==> src/rtl/midi_defs.sv <==
// Shared MIDI definitions: status nibbles, data width, byte-class thresholds
// and the parser state encoding.
package midi_defs;

    localparam int          MIDI_DATA_W      = 7;

    localparam logic [3:0]  ST_NOTE_OFF      = 4'h8;
    localparam logic [3:0]  ST_NOTE_ON       = 4'h9;
    localparam logic [3:0]  ST_CC            = 4'hB;
    localparam logic [3:0]  ST_PROG          = 4'hC;
    localparam logic [3:0]  ST_CHPRESS       = 4'hD;

    localparam logic [MIDI_DATA_W-1:0] CC_ALL_NOTES_OFF = 7'd123;

    // Bytes at or above RT_MIN are realtime; SYS_MIN..RT_MIN-1 are system common/exclusive
    localparam logic [7:0]  RT_MIN           = 8'hF8;
    localparam logic [7:0]  SYS_MIN          = 8'hF0;

    typedef enum logic [2:0] {
        P_IDLE    = 3'd0,
        P_WAIT_D1 = 3'd1,
        P_WAIT_D2 = 3'd2,
        P_SKIP1   = 3'd3,
        P_SKIP2   = 3'd4
    } parse_state_e;

endpackage

==> src/rtl/midi_msg_parser.sv <==
// Turns the received MIDI byte stream into complete channel voice messages.
// Running status is kept as the state a data byte restarts from (P_IDLE = none).
module midi_msg_parser
    import midi_defs::*;
#(
    parameter logic [3:0] CHANNEL = 4'd0,
    parameter bit         OMNI    = 1'b0
) (
    input  logic                   clk,
    input  logic                   rst_n,
    input  logic                   byte_valid,
    input  logic [7:0]             byte_data,
    output logic                   msg_valid,
    output logic [3:0]             msg_type,
    output logic [MIDI_DATA_W-1:0] msg_d1,
    output logic [MIDI_DATA_W-1:0] msg_d2,
    output logic                   msg_error
);

    parse_state_e           state_q, state_d;
    parse_state_e           rs_start_q, rs_start_d;
    parse_state_e           start_s;
    logic [3:0]             rs_type_q, rs_type_d;
    logic [MIDI_DATA_W-1:0] d1_q, d1_d;
    logic                   msg_valid_q, msg_valid_d;
    logic [3:0]             msg_type_q, msg_type_d;
    logic [MIDI_DATA_W-1:0] msg_d1_q, msg_d1_d;
    logic [MIDI_DATA_W-1:0] msg_d2_q, msg_d2_d;
    logic                   msg_error_q, msg_error_d;
    logic                   chan_ok_s;

    // Start state implied by the incoming byte if it is a status byte
    always_comb begin
        chan_ok_s = OMNI || (byte_data[3:0] == CHANNEL);
        case (byte_data[7:4])
            ST_NOTE_OFF, ST_NOTE_ON, ST_CC: start_s = chan_ok_s ? P_WAIT_D1 : P_SKIP2;
            ST_PROG, ST_CHPRESS:            start_s = P_SKIP1;
            default:                        start_s = P_SKIP2;
        endcase
    end

    // Next-state and message output logic, advanced only on byte_valid
    always_comb begin
        state_d     = state_q;
        rs_start_d  = rs_start_q;
        rs_type_d   = rs_type_q;
        d1_d        = d1_q;
        msg_valid_d = 1'b0;
        msg_type_d  = msg_type_q;
        msg_d1_d    = msg_d1_q;
        msg_d2_d    = msg_d2_q;
        msg_error_d = 1'b0;
        if (!byte_valid) begin
            state_d = state_q;
        end else if (byte_data >= RT_MIN) begin
            state_d = state_q;
        end else if (byte_data >= SYS_MIN) begin
            state_d    = P_IDLE;
            rs_start_d = P_IDLE;
        end else if (byte_data[7]) begin
            rs_type_d  = byte_data[7:4];
            rs_start_d = start_s;
            state_d    = start_s;
        end else begin
            case (state_q)
                P_IDLE:    msg_error_d = 1'b1;
                P_WAIT_D1: begin
                    d1_d    = byte_data[MIDI_DATA_W-1:0];
                    state_d = P_WAIT_D2;
                end
                P_WAIT_D2: begin
                    msg_valid_d = 1'b1;
                    msg_type_d  = rs_type_q;
                    msg_d1_d    = d1_q;
                    msg_d2_d    = byte_data[MIDI_DATA_W-1:0];
                    state_d     = P_WAIT_D1;
                end
                P_SKIP2:   state_d = P_SKIP1;
                P_SKIP1:   state_d = rs_start_q;
                default:   state_d = P_IDLE;
            endcase
        end
    end

    // Parser state and registered message outputs
    always_ff @(posedge clk or negedge rst_n) begin
        if (!rst_n) begin
            state_q     <= P_IDLE;
            rs_start_q  <= P_IDLE;
            rs_type_q   <= 4'd0;
            d1_q        <= 7'd0;
            msg_valid_q <= 1'b0;
            msg_type_q  <= 4'd0;
            msg_d1_q    <= 7'd0;
            msg_d2_q    <= 7'd0;
            msg_error_q <= 1'b0;
        end else begin
            state_q     <= state_d;
            rs_start_q  <= rs_start_d;
            rs_type_q   <= rs_type_d;
            d1_q        <= d1_d;
            msg_valid_q <= msg_valid_d;
            msg_type_q  <= msg_type_d;
            msg_d1_q    <= msg_d1_d;
            msg_d2_q    <= msg_d2_d;
            msg_error_q <= msg_error_d;
        end
    end

    assign msg_valid = msg_valid_q;
    assign msg_type  = msg_type_q;
    assign msg_d1    = msg_d1_q;
    assign msg_d2    = msg_d2_q;
    assign msg_error = msg_error_q;

endmodule

==> src/rtl/midi_voice_allocator.sv <==
// Schedules parsed note-on/off messages onto a pool of voices. A free voice
// is preferred; otherwise the least-recently-assigned voice (rank 0) is stolen.
module midi_voice_allocator
    import midi_defs::*;
#(
    parameter int         NUM_VOICES = 4,
    parameter logic [3:0] CHANNEL    = 4'd0,
    parameter bit         OMNI       = 1'b0
) (
    input  logic                    CLOCK_50,
    input  logic                    RESET_N,
    input  logic                    byteValid,
    input  logic [7:0]              byteData,
    output logic [NUM_VOICES-1:0]   voiceGate,
    output logic [NUM_VOICES*7-1:0] voiceNote,
    output logic [NUM_VOICES*7-1:0] voiceVelocity,
    output logic [NUM_VOICES-1:0]   voiceTrigger,
    output logic                    msgError
);

    localparam int RW = (NUM_VOICES > 1) ? $clog2(NUM_VOICES) : 1;

    logic                   msg_valid_s;
    logic [3:0]             msg_type_s;
    logic [MIDI_DATA_W-1:0] msg_d1_s, msg_d2_s;

    logic [NUM_VOICES-1:0]  gate_q, gate_d;
    logic [NUM_VOICES-1:0]  trig_q, trig_d;
    logic [MIDI_DATA_W-1:0] note_q [NUM_VOICES];
    logic [MIDI_DATA_W-1:0] note_d [NUM_VOICES];
    logic [MIDI_DATA_W-1:0] vel_q  [NUM_VOICES];
    logic [MIDI_DATA_W-1:0] vel_d  [NUM_VOICES];
    logic [RW-1:0]          rank_q [NUM_VOICES];
    logic [RW-1:0]          rank_d [NUM_VOICES];

    logic                   is_on_s, is_off_s, is_ano_s;
    logic                   hit_found_s, free_found_s;
    logic [RW-1:0]          hit_idx_s, free_idx_s, lru_idx_s, chosen_s, old_rank_s;

    midi_msg_parser #(
        .CHANNEL (CHANNEL),
        .OMNI    (OMNI)
    ) u_parser (
        .clk        (CLOCK_50),
        .rst_n      (RESET_N),
        .byte_valid (byteValid),
        .byte_data  (byteData),
        .msg_valid  (msg_valid_s),
        .msg_type   (msg_type_s),
        .msg_d1     (msg_d1_s),
        .msg_d2     (msg_d2_s),
        .msg_error  (msgError)
    );

    // Decode the message and pick the target voice (held note, lowest free, or oldest)
    always_comb begin
        is_on_s  = msg_valid_s && (msg_type_s == ST_NOTE_ON) && (msg_d2_s != 7'd0);
        is_off_s = msg_valid_s && ((msg_type_s == ST_NOTE_OFF) ||
                                   ((msg_type_s == ST_NOTE_ON) && (msg_d2_s == 7'd0)));
        is_ano_s = msg_valid_s && (msg_type_s == ST_CC) && (msg_d1_s == CC_ALL_NOTES_OFF);
        hit_found_s  = 1'b0;
        hit_idx_s    = '0;
        free_found_s = 1'b0;
        free_idx_s   = '0;
        lru_idx_s    = '0;
        for (int v = NUM_VOICES - 1; v >= 0; v--) begin
            if (gate_q[v] && (note_q[v] == msg_d1_s)) begin
                hit_found_s = 1'b1;
                hit_idx_s   = RW'(v);
            end else begin
                hit_found_s = hit_found_s;
            end
            if (!gate_q[v]) begin
                free_found_s = 1'b1;
                free_idx_s   = RW'(v);
            end else begin
                free_found_s = free_found_s;
            end
            if (rank_q[v] == '0) begin
                lru_idx_s = RW'(v);
            end else begin
                lru_idx_s = lru_idx_s;
            end
        end
        if (hit_found_s) begin
            chosen_s = hit_idx_s;
        end else if (free_found_s) begin
            chosen_s = free_idx_s;
        end else begin
            chosen_s = lru_idx_s;
        end
        old_rank_s = rank_q[chosen_s];
    end

    // Apply the decoded message to the voice registers and LRU ranks
    always_comb begin
        gate_d = gate_q;
        trig_d = '0;
        note_d = note_q;
        vel_d  = vel_q;
        rank_d = rank_q;
        if (is_on_s) begin
            for (int u = 0; u < NUM_VOICES; u++) begin
                if (rank_q[u] > old_rank_s) begin
                    rank_d[u] = rank_q[u] - RW'(1);
                end else begin
                    rank_d[u] = rank_q[u];
                end
            end
            rank_d[chosen_s] = RW'(NUM_VOICES - 1);
            gate_d[chosen_s] = 1'b1;
            trig_d[chosen_s] = 1'b1;
            note_d[chosen_s] = msg_d1_s;
            vel_d[chosen_s]  = msg_d2_s;
        end else if (is_off_s) begin
            for (int v = 0; v < NUM_VOICES; v++) begin
                if (gate_q[v] && (note_q[v] == msg_d1_s)) begin
                    gate_d[v] = 1'b0;
                end else begin
                    gate_d[v] = gate_q[v];
                end
            end
        end else if (is_ano_s) begin
            gate_d = '0;
        end else begin
            gate_d = gate_q;
        end
    end

    // Voice state registers; ranks start as the identity so voice 0 is oldest
    always_ff @(posedge CLOCK_50 or negedge RESET_N) begin
        if (!RESET_N) begin
            gate_q <= '0;
            trig_q <= '0;
            for (int v = 0; v < NUM_VOICES; v++) begin
                note_q[v] <= 7'd0;
                vel_q[v]  <= 7'd0;
                rank_q[v] <= RW'(v);
            end
        end else begin
            gate_q <= gate_d;
            trig_q <= trig_d;
            note_q <= note_d;
            vel_q  <= vel_d;
            rank_q <= rank_d;
        end
    end

    for (genvar g = 0; g < NUM_VOICES; g++) begin : g_pack
        assign voiceNote[7*g +: 7]     = note_q[g];
        assign voiceVelocity[7*g +: 7] = vel_q[g];
    end

    assign voiceGate    = gate_q;
    assign voiceTrigger = trig_q;

endmodule

==> config.mk <==
export PLATFORM = sky130hd
export DESIGN_NAME = midi_voice_allocator
export DESIGN_NICKNAME = d
export VERILOG_FILES = /design/src/rtl/midi_defs.sv /design/src/rtl/midi_msg_parser.sv /design/src/rtl/midi_voice_allocator.sv
export SDC_FILE = /design/constraint.sdc
export NUM_CORES = 1
export LEC_CHECK = 0
export ABC_AREA = 1
export CAP_MARGIN = 10
export CORE_UTILIZATION = 40
export CTS_CLUSTER_DIAMETER = 120
export DETAILED_ROUTE_END_ITERATION = 8
export PLACE_DENSITY = 0.58
export SYNTH_ARGS = -nofsm -noshare
export SYNTH_HDL_FRONTEND = slang
export SYNTH_SLANG_ARGS = --single-unit
==> constraint.sdc <==
create_clock -name CLOCK_50 -period 6.34 [get_ports CLOCK_50]
set_input_delay 1.268 -clock CLOCK_50 [delete_from_list [all_inputs] [get_ports CLOCK_50]]
set_output_delay 1.268 -clock CLOCK_50 [all_outputs]
set_load 0.005 [all_outputs]
==> reports/results.tsv, run 1 <==
metric	value	unit
cts-root-buf	clkbuf_16	
synth-main-ff-cell	dfrtp_1	
path_cells	inv_2 -> nand2_2 -> nand2_1 -> inv_1 -> nand2_1 -> nor2_1 -> nand2_1 -> nand2_1 -> nand2_2 -> nand2_2 -> nand2_2 -> nand2_1 -> o22ai_1 -> nor2_1 -> ha_1 -> o21ai_0 -> nand3_1 -> nand2_1 -> nand3_1	
worst_pin_slew	0.935	ns
drv_cap	0	
max_freq	327	MHz
first_global_vias	4470	
multi_input_area	2250	µm²
drt_iter0_markers	278	
critPathMaxStageDelay	0.61	ns
cp-end-kind	flop	
antenna_found_initial	0	
synth_edf_count	0	
whs	0.450	ns
place_congestion	0.937	
ant_nets	0	
ios	76	
setup_violations	0	
grt_max_degree	75	
fin_cells	925	
outcome	finished clean	
post_drt_wl_per_cell	14.5	µm
cts_buffers	9	
crit_top_cell	nand2_1	
layout-drive-gt1-share	10.1	%
synth_cell_types	37	
worstPathArrival	3.26	ns
dieArea	14200	µm²
netlist_area	5510	µm²
finalCritPeriodShare	48.2	%
drv_slew	0	
grt_pass1_wl	22500	µm
initial_utilization	41.3	%
cts_hold_repair.buffers	0	
leakagePower	0.00299	µW
final_cell_mix	nand2_1 (214), dfrtp_1 (105), clkdlybuf4s50_1 (74), inv_1 (70), o21ai_0 (66)	
synthArstFlopShare	100	%
core	13300	µm²
seq_area_frac_synth	49.6	%
period_needed	3.06	ns
cts_buffer_depth	2	
grt_overflow	0	
io_buffers	75	
fillers	1316	
cts_resized	0	
ys_warn_count	0	
tns	0	ns
fp.dieH	119	µm
place_inst	909	
synth_area_per_cell	8.10	µm²
pwr_density_cell	365	nW/µm²
cp-start-kind	flop	
finalHoldViolations	0	
synth_nets	699	
fin_skew	0.0157	ns
cts_max_level	3	
postCtsSetupBuffers	0	
rsz0062_at_grt	no	
clk_pin_slew	0.07	ns
viasPerCell	4.95	
cts_tree	yes	
dp_slack	3.04	ns
mostFrequentLayoutCell	nand2_1	
slew_headroom	37.7	%
min_path_type	flop to flop	
seqCellArea	2730	µm²
track_usage	20.3	%
worst_ir_drop_vdd	155	µV
rows	42	
crit_type	flop to flop	
dp_hpwl	9600	µm
drt_first_pass_iters	5	
nets	763	
syn2layout_area_growth	19.7	%
fin_ws	3.28	ns
clk_latency	0.35	ns
cp.required	6.55	ns
ys_ff_latch	109	
utilization	49.4	%
cp_max_fo	10	
die_w	119	µm
vias	4581	
cpMaxStageDelayCell	dfrtp_1	
cts_sinks	109	
synthCells	680	
drc_errors	0	
drt_wl_total	13400	µm
diodes	0	
-- logic make-up (layout without fill, tap and decap cells) --
| logic type | count (synthesis) | count (layout) | share of synthesized area (%) |
|---|---|---|---|
| compound gates | 127 | 127 | 13.2 |
| fa+ha+maj | 8 | 8 | 1.82 |
| flops | 109 | 109 | 49.6 |
| simple gates | 322 | 322 | 24.9 |
| xor+xnor | 4 | 4 | 0.909 |
| buf+inv | 110 | 179 | 9.63 |
-- synthesized netlist by cell type (all sizes together), types with 2 or more instances --
cell type    n  share of area, %
a21oi       10              0.98
a31oi        2              0.23
buf         19               3.2
clkbuf       4              0.27
clkinv       3              0.20
dfrtp      105                48
dfstp        4               1.9
ha           8               1.8
inv         84               6.0
nand2      226                16
nand3       26               2.5
nand3b       3              0.41
nand4       12               1.4
nor2        50               4.2
nor3         3              0.27
o21ai      105                11
o21bai       2              0.27
o22ai        2              0.23
o31ai        3              0.41
xnor2        4              0.91
-- final timing paths --
| check | startpoint | to | slack, ns | cells past startpoint |
|---|---|---|---|---|
| max | u_parser.msg_d1[1]$_DFFE_PN0P_ | rank_q[2]$_DFFE_PN0P_ | 3.28 | 19 |
| max reg2reg | u_parser.msg_d1[1]$_DFFE_PN0P_ | rank_q[2]$_DFFE_PN0P_ | 3.28 | 19 |
| min reg2reg | u_parser.rs_type_q[3]$_DFFE_PN0P_ | u_parser.rs_type_q[3]$_DFFE_PN0P_ | 0.45 | 2 |
| min | u_parser.rs_type_q[3]$_DFFE_PN0P_ | u_parser.rs_type_q[3]$_DFFE_PN0P_ | 0.45 | 2 |
| min in group asynchronous | RESET_N | voiceNote[0]$_DFFE_PN0P_ | 0.87 | 1 |
| max in group asynchronous | RESET_N | voiceVelocity[16]$_DFFE_PN0P_ | 4.18 | 2 |
-- layer usage --
metal | vias up | share of wire (%) | GRT usage, %
met5 | - | 0 | 0
met4 | 0 | 1.3 | 5.47
met3 | 15 | 4.3 | 4.98
met2 | 102 | 49 | 34.3
met1 | 2176 | 45 | 26.0
li1 | 2288 | - | -
-- power by group --
part | switching [µW] | total (µW) | internal, µW | leakage [µW]
sequential | 172 | 1010 | 839 | 0.00145
clock | 258 | 579 | 321 | 0.000144
combinational | 503 | 819 | 316 | 0.00140
total | 933 | 2410 | 1480 | 0.00299
-- worst max-delay path, delay by kind of cell, from the launching register on --
| family | cells | cell delay (ns) |
|---|---|---|
| compound gates | 2 | 0.35 |
| fa+ha+maj | 1 | 0.32 |
| simple gates | 14 | 1.41 |
| flops | 1 | 0.61 |
| buf+inv | 2 | 0.23 |
-- final cells by class --
cell class | instances | share of cell area, %
timing repair buffer | 76 | 11.5
tap | 176 | 3.34
inverter | 87 | 5.14
clock inverter | 4 | 0.835
multi-input combinational | 461 | 34.1
sequential | 109 | 41.4
clock buffer | 12 | 3.74
-- sequential cells by signal, summed over array words and instances, names as in the netlist --
signal	cells
u_parser.msg_d2	7
voiceVelocity	28
u_parser.state_q	3
voiceGate	4
u_parser.rs_type_q	4
u_parser.msg_error	1
u_parser.d1_q	7
u_parser.msg_d1	7
u_parser.msg_type	4
rank_q	8
u_parser.rs_start_q	3
voiceNote	28
voiceTrigger	4
u_parser.msg_valid	1
-- stage by stage --
stage | total power (µW) | instance area [µm²]
after detailed placement | 1840 | 6290
after floorplan | 1570 | 5510
after global placement | 1810 | 6290
after global routing | 2600 | 6600
final | 2410 | 6600
after CTS | 2430 | 6600
Power figures use the tool's default switching activity.
==> inputs of run 2 (changes only) <==
--- a/config.mk
+++ b/config.mk
@@ -10,7 +10,7 @@
 export CORE_UTILIZATION = 40
 export CTS_CLUSTER_DIAMETER = 120
 export DETAILED_ROUTE_END_ITERATION = 8
-export PLACE_DENSITY = 0.58
+export PLACE_DENSITY = 0.61
 export SYNTH_ARGS = -nofsm -noshare
 export SYNTH_HDL_FRONTEND = slang
 export SYNTH_SLANG_ARGS = --single-unit
==> constraint.sdc (replaced) <==
create_clock -name CLOCK_50 -period 2.8 [get_ports CLOCK_50]
set_input_delay 0.56 -clock CLOCK_50 [delete_from_list [all_inputs] [get_ports CLOCK_50]]
set_output_delay 0.56 -clock CLOCK_50 [all_outputs]
set_load 0.005 [all_outputs]
==> run 2 against run 1 <==
Compared with the run above: worst hold slack worse by 0.27 ns; register-to-register slack worse by 3.3 ns; critical path depth stayed put.
==> reports/results.tsv, run 2 (same netlist as run 1, synthesis figures left out) <==
metric	value	unit
critPathMaxStageDelay	0.56	ns
drt_first_pass_iters	5	
outcome	finished clean	
cp.required	3.03	ns
cts-root-buf	clkbuf_16	
cts_sinks	109	
cts_hold_repair.buffers	0	
period_needed	2.79	ns
syn2layout_area_growth	28.8	%
io_buffers	75	
viasPerCell	4.94	
utilization	53.1	%
cp-end-kind	flop	
reg2reg_depth	19	
worstPathArrival	3.02	ns
final_cell_mix	nand2_1 (206), dfrtp_1 (103), clkdlybuf4s50_1 (74), inv_1 (66), o21ai_0 (63)	
initial_utilization	41.3	%
fp.dieH	119	µm
die_w	119	µm
ios	76	
cpMaxStageDelayCell	dfstp_2	
track_usage	20.9	%
rows	42	
rsz0062_at_grt	yes	
nets	802	
leakagePower	0.00321	µW
drt_iter0_markers	249	
grt_overflow	0	
core	13300	µm²
post_drt_wl_per_cell	14.5	µm
seq_power_share	36.2	%
switching_share	38.4	%
drv_cap	0	
vias	4762	
first_global_vias	4560	
cts_buffer_depth	2	
min_path_type	input pin to async pin	
finalHoldViolations	0	
grt_pass1_wl	23000	µm
fin_skew	0.00750	ns
cts_buffers	9	
drv_slew	0	
crit_type	flop to flop	
max_freq	358	MHz
cp-start-kind	flop	
pwr_density_cell	864	nW/µm²
finalCritPeriodShare	99.7	%
dp_hpwl	10100	µm
path_cells	inv_4 -> ha_4 -> o21bai_1 -> nand2_1 -> nand2_1 -> nand3_1 -> nand2_1 -> nand2_2 -> nand2_2 -> nand2_4 -> a21oi_2 -> inv_2 -> o22ai_4 -> nor2_4 -> ha_4 -> o21ai_1 -> nand3_1 -> nand2_1 -> nand3_1	
worst_pin_slew	0.564	ns
slew_headroom	62.4	%
clk_latency	0.36	ns
ant_nets	0	
dieArea	14200	µm²
mostFrequentLayoutCell	nand2_1	
place_congestion	0.915	
cts_tree	yes	
cpLargestDelayFamily	simple AND/OR/NAND/NOR gates	
layout-drive-gt1-share	18.6	%
crit_top_cell	nand2_1	
antenna_found_initial	0	
combPwrFrac	43.0	%
worst_ir_drop_vdd	398	µV
fillers	1283	
power	6130	µW
cp_max_fo	4	
drc_errors	0	
internal_power	3780	µW
clkPwrFrac	20.8	%
setup_violations	0	
drt_wl_total	14000	µm
worstPathBufferInverterCount	2	
grt_max_degree	43	
cp_num_cells	19	
cts_max_level	3	
diodes	0	
clk_pin_slew	0.07	ns
switchingPower	2350	µW
## run 2: changes by cell type in the layout (fill, tap and decap cells not counted), sizes merged
cell      previous run  this run
clkinvlp             1         0
buf                  2        41
clkinv               3         4
clkbuf              12        11
## run 2: routing by layer
layer	vias up	wire (µm)	GRT usage, %	part of all wire (%)
met2	119	6900	35.2	49
met1	2236	6250	26.9	45
met3	22	595	4.93	4.3
met5	-	0	0	0
met4	0	246	6.02	1.8
li1	2385	-	-	-
## run 2: power groups by stage
stage               clock network, µW  registers [µW]  logic (µW)
finish                           1280            2220        2640
global route                     1380            2270        2940
CTS                              1320            2210        2180
detailed placement                  0            2230        2160
global placement                    0            2230        2090
floorplan                           0            2100        1450
## run 2: worst paths after layout
kind	slack (ns)	from	endpoint
worst max-delay path	0.009	rank_q[4]$_DFFE_PN1P_	rank_q[2]$_DFFE_PN0P_
worst min-delay path	0.19	RESET_N	voiceTrigger[2]$_DFF_PN0_
worst max register to register	0.009	rank_q[4]$_DFFE_PN1P_	rank_q[2]$_DFFE_PN0P_
worst min register to register	0.45	u_parser.rs_type_q[3]$_DFFE_PN0P_	u_parser.rs_type_q[3]$_DFFE_PN0P_
max in group asynchronous	1.91	RESET_N	rank_q[1]$_DFFE_PN1P_
min in group CLOCK_50	0.45	u_parser.rs_type_q[3]$_DFFE_PN0P_	u_parser.rs_type_q[3]$_DFFE_PN0P_
## run 2: cell type report
| type | count | area [µm²] | area share [%] |
|---|---|---|---|
| sequential | 109 | 2740 | 38.6 |
| multi-input combinational | 461 | 2420 | 34.1 |
| timing repair buffer | 115 | 1090 | 15.4 |
| inverter | 87 | 344 | 4.85 |
| clock buffer | 11 | 233 | 3.28 |
| tap | 176 | 220 | 3.10 |
| clock inverter | 4 | 56.3 | 0.794 |
## run 2: repair_timing
item / in CTS / in global routing
resized for setup: 3 / 42
endpoints found under the setup margin: 7 / 8
buffers inserted: 0 / 9
pin swaps: 0 / 19
## run 2: through the flow
| stage | cells | hold WS (ns) | setup slack, ns | instance area (µm²) | TNS (ns) |
|---|---|---|---|---|---|
| after floorplan | 680 | 0.264 | 0.242 | 5510 | 0 |
| after global placement | 939 | 0.433 | 0.0224 | 6560 | 0 |
| after detailed placement | 939 | 0.437 | -0.117 | 6560 | -0.307 |
| after CTS | 954 | 0.202 | 0.0161 | 6850 | 0 |
| after global routing | 963 | 0.221 | -0.143 | 7090 | -0.839 |
| final | 963 | 0.185 | 0.00884 | 7090 | 0 |
==> inputs of run 3 (changes only) <==
--- a/config.mk
+++ b/config.mk
@@ -6,10 +6,11 @@
 export NUM_CORES = 1
 export LEC_CHECK = 0
 export ABC_AREA = 1
-export CAP_MARGIN = 10
+export CAP_MARGIN = 20
 export CORE_UTILIZATION = 40
 export CTS_CLUSTER_DIAMETER = 120
 export DETAILED_ROUTE_END_ITERATION = 8
+export GPL_TIMING_DRIVEN = 0
 export PLACE_DENSITY = 0.61
 export SYNTH_ARGS = -nofsm -noshare
 export SYNTH_HDL_FRONTEND = slang
==> run 3 against run 2 <==
Compared with the run above: clock power is 3% lower; die area stayed put; count of clock-buffer cells in the layout is 1 lower; power is 0.25% higher; sequential share of layout area is 0.18 points lower; via count is 3.2% higher; final area is 0.42% higher; first-iteration DRC count is 71% higher; worst hold slack better by 0.032 ns; critical path type unchanged; critical endpoint is now rank_q[6]$_DFFE_PN0P_; largest cell class unchanged; highest routed layer unchanged.
==> reports/results.tsv, run 3 (same netlist as run 1, synthesis figures left out) <==
metric	value	unit
grt_pass1_wl	24000	µm
nets	798	
mostFrequentLayoutCell	nand2_1	
combPwrFrac	45.1	%
final_cell_mix	nand2_1 (206), dfrtp_1 (104), clkdlybuf4s50_1 (74), inv_1 (64), o21ai_0 (63)	
cp-end-kind	flop	
diodes	0	
pwr_density_cell	863	nW/µm²
drt_wl_total	15200	µm
path_cells	inv_2 -> ha_4 -> o21bai_1 -> nand2_1 -> nand2_1 -> nand3_1 -> nand2_1 -> nand2_2 -> buf_4 -> nor2_4 -> inv_2 -> o22ai_4 -> nor2_4 -> buf_12 -> ha_4 -> inv_2 -> nand3_1 -> nand2_2 -> nand4_1 -> nand3_1	
fin_skew	0.0112	ns
cts-root-buf	clkbuf_16	
worstPathBufferInverterCount	5	
reg2reg_depth	20	
multi_input_area	2470	µm²
grt_max_degree	65	
drc_errors	0	
drv_cap	0	
die_w	119	µm
cts_hold_repair.buffers	0	
cp-start-kind	flop	
cts_buffers	9	
dieArea	14200	µm²
cpMaxStageDelayCell	dfstp_2	
min_path_type	input pin to async pin	
track_usage	21.9	%
drv_slew	0	
whs	0.217	ns
post_drt_wl_per_cell	15.8	µm
cts_sinks	109	
worst_pin_slew	0.609	ns
syn2layout_area_growth	29.3	%
r2r-start	rank_q[3]$_DFFE_PN1P_	
leakagePower	0.00320	µW
viasPerCell	5.12	
worst_ir_drop_vdd	379	µV
worstPathArrival	3.01	ns
outcome	finished clean	
rows	42	
cts_tree	yes	
cts_max_level	3	
place_congestion	0.949	
fp.dieH	119	µm
setup_violations	0	
fillers	1234	
switchingPower	2470	µW
crit_type	flop to flop	
max_freq	362	MHz
clkPwrFrac	20.1	%
drt_first_pass_iters	5	
cp_max_fo	4	
period_needed	2.77	ns
slew_headroom	59.4	%
rsz0062_at_grt	yes	
first_global_vias	4654	
ios	76	
grt_overflow	0	
switching_share	40.3	%
layout-drive-gt1-share	18.6	%
rr_endpoint	rank_q[6]$_DFFE_PN0P_	
cpLargestDelayFamily	simple AND/OR/NAND/NOR gates	
vias	4916	
power	6150	µW
cts_buffer_depth	2	
drt_iter0_markers	427	
core	13300	µm²
ant_nets	0	
clk_pin_slew	0.08	ns
seq_power_share	34.7	%
antenna_found_initial	0	
critPathMaxStageDelay	0.54	ns
seqCellArea	2730	µm²
initial_utilization	41.3	%
clk_latency	0.36	ns
dp_hpwl	10500	µm
finalCritPeriodShare	98.8	%
finalHoldViolations	0	
cp.required	3.05	ns
reg2reg_setup_slack	0.03	ns
internal_power	3670	µW
io_buffers	75	
-- run 3: cell count changes in the layout (fill, tap and decap cells not counted), moves of 3 or more --
cell	previous run	this run
buf_2	0	3
buf_6	1	11
clkbuf_1	2	5
buf_4	37	17
-- run 3: layer usage --
layer  GRT usage (%)  up-vias  share of wire (%)
met5               0        -                  0
met4            6.95        0                1.9
met3            5.03       25                5.3
met2            37.1      148                 51
met1            27.7     2374                 42
li1                -     2369                  -
-- run 3: repair_timing --
action / CTS / global route
endpoints found under the setup margin: 8 / 8
setup buffers: 2 / 11
hold endpoints to repair: 0 / 0
gates resized for setup: 9 / 46
pin swaps: 2 / 23
-- run 3: per-stage QoR --
step | instances | instance area, µm² | util [%] | setup TNS [ns] | worst slack (ns)
2_1_floorplan | 680 | 5510 | - | 0 | 0.242
3_3_place_gp | 931 | 6480 | 48.5 | -323.61 | -3.02
3_5_place_dp | 932 | 6500 | 48.7 | -1.06 | -0.208
4_1_cts | 950 | 6840 | 51.2 | 0 | 0.0288
5_1_grt | 960 | 7120 | 53.4 | -0.778 | -0.125
6_report | 960 | 7120 | 53.4 | 0 | 0.0349
-- run 3: power by group through the flow --
stage | clock, µW | combinational (µW) | sequential, µW
final | 1240 | 2770 | 2130
after floorplan | 0 | 1450 | 2100
after detailed placement | 0 | 2140 | 2160
after global placement | 0 | 2040 | 2150
after global routing | 1340 | 3050 | 2180
after CTS | 1280 | 2220 | 2130
-- run 3: final cells by class --
cell class	instances	area share, %
sequential	109	38.4
tap	176	3.09
multi-input combinational	461	34.7
clock inverter	6	0.790
inverter	87	4.83
buffer	23	2.69
clock buffer	10	3.21
timing repair buffer	88	12.3
-- run 3: worst reg2reg max path: cells and delay by family, from the launching register on --
| family | cells | cell delay (ns) |
|---|---|---|
| compound gates | 2 | 0.31 |
| fa+ha+maj | 2 | 0.40 |
| buf+inv | 5 | 0.43 |
| flops | 1 | 0.54 |
| simple gates | 11 | 0.97 |
-- run 3: worst max-delay path by stage --
stage                                from                             to  slack (ns)  depth (start not counted)
floorplan           rank_q[4]$_DFFE_PN1P_          rank_q[2]$_DFFE_PN0P_        0.24                         19
global placement                  RESET_N  voiceVelocity[11]$_DFFE_PN0P_       -3.02                          1
detailed placement  rank_q[4]$_DFFE_PN1P_          rank_q[2]$_DFFE_PN0P_       -0.21                         19
CTS                 rank_q[0]$_DFFE_PN1P_          rank_q[2]$_DFFE_PN0P_        0.03                         22
global route        rank_q[3]$_DFFE_PN1P_          rank_q[6]$_DFFE_PN0P_       -0.12                         21
finish              rank_q[3]$_DFFE_PN1P_          rank_q[6]$_DFFE_PN0P_        0.03                         20
